## src/rtl/program_loader.sv

```systemverilog
`default_nettype none
// ============================================================================
// Module   : program_loader
// Purpose  : Boot loader. Packs a byte stream little-endian into 32-bit words.
//            Writes each complete word to consecutive instruction-memory word
//            addresses. Holds the CPU in reset until the stream ends cleanly.
// Ports    : clock, reset (async, active-low)
//            start                    - one-cycle pulse; begins a load from
//                                       IDLE, DONE or ERROR
//            s_data/s_valid/s_last    - byte stream input
//            s_ready                  - byte stream backpressure
//            mem_we/mem_addr/mem_wdata - instruction-memory write port
//            word_count               - words written since start
//            cpu_hold, done, error    - status outputs
// Config   : PROGRAM_LOADER_CHECKSUM_EN - the final complete word must equal
//            the 32-bit sum of all earlier words. A mismatch, or a partial
//            final word, ends the load in ERROR.
// Revision : 1.0 - initial release
// ============================================================================
module program_loader #(
    parameter logic [31:0] BASE_ADDR = 32'h0000_0000,
    parameter int unsigned MAX_WORDS = 256
) (
    input  logic        clock,
    input  logic        reset,
    input  logic        start,
    input  logic [7:0]  s_data,
    input  logic        s_valid,
    input  logic        s_last,
    output logic        s_ready,
    output logic        mem_we,
    output logic [31:0] mem_addr,
    output logic [31:0] mem_wdata,
    output logic [15:0] word_count,
    output logic        cpu_hold,
    output logic        done,
    output logic        error
);

    localparam logic [15:0] C_MAX_WORDS = 16'(MAX_WORDS);

    typedef enum logic [2:0] {
        S_IDLE  = 3'd0,
        S_RECV  = 3'd1,
        S_WRITE = 3'd2,
        S_DONE  = 3'd3,
        S_ERROR = 3'd4
    } state_t;

    state_t      state;
    state_t      state_next;
    state_t      final_state;    // destination after the last full word
    state_t      partial_state;  // destination when s_last cuts a word short

    logic [1:0]  idx;
    logic [23:0] lane_buf;       // lanes 0..2; lane 3 goes straight to mem_wdata
    logic [31:0] ptr;
    logic        last_pending;

    logic        accept;
    logic        overflow;
    logic        start_ok;

    assign accept   = s_valid && (state == S_RECV);
    assign overflow = accept && (word_count == C_MAX_WORDS);
    assign start_ok = start && ((state == S_IDLE) || (state == S_DONE) ||
                                (state == S_ERROR));

    // Status outputs are pure state decodes. This keeps done/error sticky
    // until the next start, and cpu_hold low only while in DONE.
    assign s_ready  = (state == S_RECV);
    assign mem_we   = (state == S_WRITE);
    assign done     = (state == S_DONE);
    assign error    = (state == S_ERROR);
    assign cpu_hold = (state != S_DONE);

`ifdef PROGRAM_LOADER_CHECKSUM_EN
    logic [31:0] csum_acc;

    // The accumulator holds the sum of every word written so far. While the
    // checksum word itself is in WRITE, csum_acc still excludes it.
    always_ff @(posedge clock or negedge reset) begin
        if (!reset) begin
            csum_acc <= 32'h0;
        end else if (start_ok) begin
            csum_acc <= 32'h0;
        end else if (state == S_WRITE) begin
            csum_acc <= csum_acc + mem_wdata;
        end
    end

    assign final_state   = (mem_wdata == csum_acc) ? S_DONE : S_ERROR;
    assign partial_state = S_ERROR;
`else
    assign final_state   = S_DONE;
    assign partial_state = S_DONE;
`endif

    // State register
    always_ff @(posedge clock or negedge reset) begin
        if (!reset) begin
            state <= S_IDLE;
        end else begin
            state <= state_next;
        end
    end

    // Next-state logic
    always_comb begin
        state_next = state;
        case (state)
            S_IDLE, S_DONE, S_ERROR: begin
                if (start) begin
                    state_next = S_RECV;
                end
            end
            S_RECV: begin
                if (accept) begin
                    // Overflow wins: with no room left, even a terminating
                    // byte is treated as an abort.
                    if (overflow) begin
                        state_next = S_ERROR;
                    end else if (idx == 2'd3) begin
                        state_next = S_WRITE;
                    end else if (s_last) begin
                        state_next = partial_state;
                    end
                end
            end
            S_WRITE: begin
                state_next = last_pending ? final_state : S_RECV;
            end
            default: state_next = S_IDLE;
        endcase
    end

    // Datapath
    always_ff @(posedge clock or negedge reset) begin
        if (!reset) begin
            idx          <= 2'd0;
            lane_buf     <= 24'h0;
            ptr          <= BASE_ADDR;
            last_pending <= 1'b0;
            word_count   <= 16'h0;
            mem_addr     <= 32'h0;
            mem_wdata    <= 32'h0;
        end else begin
            if (start_ok) begin
                idx          <= 2'd0;
                ptr          <= BASE_ADDR;
                last_pending <= 1'b0;
                word_count   <= 16'h0;
            end

            if (accept && !overflow) begin
                idx <= idx + 2'd1;
                case (idx)
                    2'd0: lane_buf[7:0]   <= s_data;
                    2'd1: lane_buf[15:8]  <= s_data;
                    2'd2: lane_buf[23:16] <= s_data;
                    default: begin
                        // Present the word during the WRITE cycle that
                        // follows. Outside WRITE these registers hold.
                        mem_addr     <= ptr;
                        mem_wdata    <= {s_data, lane_buf};
                        last_pending <= s_last;
                    end
                endcase
            end

            if (state == S_WRITE) begin
                ptr        <= ptr + 32'd4;
                word_count <= word_count + 16'd1;
                idx        <= 2'd0;
            end
        end
    end

endmodule
`default_nettype wire
```

## config.mk

```make
export PLATFORM = sky130hd
export DESIGN_NAME = program_loader
export DESIGN_NICKNAME = d
export VERILOG_FILES = /design/src/rtl/program_loader.sv
export SDC_FILE = /design/constraint.sdc
export NUM_CORES = 1
export LEC_CHECK = 0
export CORE_AREA = 2 2 108 110
export CTS_BUF_LIST = sky130_fd_sc_hd__clkbuf_8
export DETAILED_ROUTE_END_ITERATION = 10
export DIE_AREA = 0 0 110 112
export PLACE_DENSITY = 0.77
export SLEW_MARGIN = 20
export SYNTH_ARGS = -nofsm -noshare
export SYNTH_HDL_FRONTEND = slang
export SYNTH_SLANG_ARGS = --single-unit
```

## constraint.sdc

```tcl
create_clock -name clock -period 6.5 [get_ports clock]
set_clock_uncertainty 0.15 [all_clocks]
set_input_delay 0.975 -clock clock [delete_from_list [all_inputs] [get_ports clock]]
set_output_delay 0.975 -clock clock [all_outputs]
set_load 0.1 [all_outputs]
```

==> metrics.yaml <==
status:
  status: "complete, no violations"
clock_network:
  clkSinkCount: 138
  cts_htree_levels: 4
  clk_pin_slew_ns: 0.07
  ctsHoldBuffers: 0
  cts_root_buffer: "clkbuf_8"
  ctsLongestPathBuffers: 2
  cts_resized: 0
  cts_tree: "done"
  post_cts_buffers: 0
  clock_latency_ns: 0.45
  cts_buffers: 17
synth:
  syn_inst: 490
  ys_ff_latch: 138
  netlist.top_cell.by_area: "dfrtp_1"
  synth_area_mm2: 0.00605
  yosys.area.top_type_share_pct: 57.1
  avgSynthCellArea_um2: 12.3
  synth_most_common_cell: "dfrtp_1"
  yosysUniqueCellTypes: 49
  synth_common_cells: "138 x dfrtp_1, 83 x mux2_2, 40 x nand2_1"
  yosysWarnings: 0
  synthTopCellsByArea: "dfrtp_1 57%, mux2_2 15%, mux2i_1 3.0%"
  synth_seq_area_share_pct: 57.1
  synth_edf_count: 0
  synth-main-ff-cell: "dfrtp_1"
  async_flop_share_pct: 100
die:
  dieArea_mm2: 0.0123
  fp.dieW_um: 110
  io_pins: 98
  start_util_pct: 54.1
  coreArea_mm2: 0.0112
  num_rows: 39
  fp.dieH_um: 112
placement:
  portBuffers: 95
  gp_congestion: 0.840
  post-dp-hpwl_um: 8620
global_routing:
  grt_max_degree: 89
  grt_overflow_total: 0
  track_usage_pct: 22.3
  use_met3_pct: 8.84
  grt_first_pass_wirelength_um: 21100
  grt_pass1_vias: 4284
  top_usage_layer: "met2"
  grt_use_met2_pct: 34.5
  antenna_found_initial: 0
  grtUsageMet1_pct: 28.8
setup_path:
  reg2reg_to: "mem_wdata[14]"
  cp_max_fo: 35
  cp-startpoint: "state[0]"
  end_kind: "primary output"
  cp-start-kind: "register"
  path_class: "reg -> out"
  required_ns: 5.37
  regToRegStartpoint: "word_count[0]"
  ff2ff_path_depth: 7
  worstPathArrival_ns: 3.51
  cp-endpoint: "mem_we"
  rrSetupSlack_ns: 3.25
timing:
  grt_setup_unrepaired: "false"
  fin_tns_setup_ns: 0
  fin_crit_ns: 4.63
  slew_viol_final: 0
  setup_viol: 0
  post-route-period-util_pct: 71.3
  tightest_slew_ns: 1.03
  hold_viol: 0
  max_slew_margin_pct: 31.2
  timing.fmax_mhz: 216
min_path:
  hold_path.class: "in -> async"
detailed_routing:
  vias_per_cell: 5.84
  drt_wl_total_um: 12800
  wl_per_cell_um: 17.4
  ant_nets: 0
  dr.pass1.iters: 4
  drt_iter0_drc: 230
  drcViolationCount: 0
  via_count: 4323
finish:
  multi_input_area_mm2: 0.00244
  num_antenna_cells: 0
  nets: 605
  nFillCells: 862
  area_growth_syn_to_layout_pct: 23.8
  drive_gt1_share_pct: 20.3
  regArea_mm2: 0.00345
power:
  total_power_mw: 3.99
  power.leakage_nw: 3.42
  p_per_area_mw_per_mm2: 533
  peakVddDrop_mv: 0.387
job:
  cap_viol_max_count: 0
## per-stage QoR
stage	hold slack, ns	cells	cell area [um^2]	setup WS [ns]	utilization (%)
floorplan	0.291	491	6050	3.05	-
global placement	0.312	709	7100	2.44	63.6
detailed placement	0.323	709	7100	2.34	63.6
CTS	0.309	740	7490	1.85	67.0
global route	0.322	740	7490	1.68	67.0
finish	0.310	740	7490	1.87	67.0
## kinds of logic (layout without fill, tap and decap cells)
kind of cell / after synthesis / in the layout / synth area share (%)
AOI/OAI and AO/OA: 63 / 63 / 7.07
xor gates and xnor gates: 2 / 2 / 0.290
adders and majority gates: 7 / 7 / 1.45
buffers and inverters: 38 / 144 / 2.71
DFF: 138 / 138 / 57.1
muxes: 104 / 104 / 19.0
other: 1 / 2 / 0.0620
and+or+nand+nor: 137 / 137 / 12.3
## final cells by class
class / instances / share of cell area, %
Tap cell: 143 / 2.39
Inverter: 15 / 0.752
Multi-Input combinational cell: 315 / 32.6
Clock inverter: 13 / 1.84
Timing Repair Buffer: 98 / 13.1
Sequential cell: 138 / 46.1
Clock buffer: 18 / 3.31
## placed cells by master (no fill, tap or decap), types with 2 or more instances in the layout
master	count
buf_4	2
nor2_1	9
buf_6	2
o211ai_1	7
a21oi_1	7
bufinv_16	3
nand2_1	40
clkdlybuf4s50_1	94
ha_1	7
inv_1	18
or4_1	6
clkbuf_8	18
dfrtp_1	138
clkinv_2	5
o21ai_0	15
and2_1	4
nand2b_1	2
nor3_1	4
o31ai_1	6
o41ai_1	4
mux2_2	83
nor4b_1	2
nand3_1	30
mux2_1	3
nand4_1	14
o221ai_1	2
a31oi_1	8
and3_1	10
mux2i_1	18
and4_1	7
o311ai_0	5
conb_1	2
## how the worst min path moves through the flow
stage / from / to / slack [ns] / depth (start not counted)
floorplan: ptr[31] / ptr[31] / 0.29 / 1
global placement: lane_buf[9] / mem_wdata[9] / 0.31 / 1
detailed placement: ptr[31] / ptr[31] / 0.32 / 1
CTS: reset / ptr[21] / 0.31 / 1
global route: reset / ptr[21] / 0.32 / 1
finish: reset / mem_addr[17] / 0.31 / 1
## flip-flops by register name, indices dropped and copies added, names as in the netlist
| register | count |
|---|---|
| ptr | 30 |
| idx | 2 |
| mem_wdata | 32 |
| last_pending | 1 |
| word_count | 16 |
| mem_addr | 30 |
| lane_buf | 24 |
| state | 3 |
## routing by layer
layer	share of wire (%)	wire [um]
met3	7.4	946
met4	0.85	109
met5	0	0
met2	50	6420
met1	42	5370
## critical path, cell delays in order (launching register included)
cell             delay (ns)
dfrtp_1                0.43
or3b_1                 0.75
inv_2                  0.60
clkdlybuf4s50_1        1.26
## power breakdown
part / internal, mW / leakage [nW] / switching (mW)
sequential: 1.12 / 1.82 / 0.169
combinational: 0.521 / 1.39 / 1.50
clock: 0.378 / 0.213 / 0.305
total: 2.02 / 3.42 / 1.98
Power figures use the tool's default switching activity.
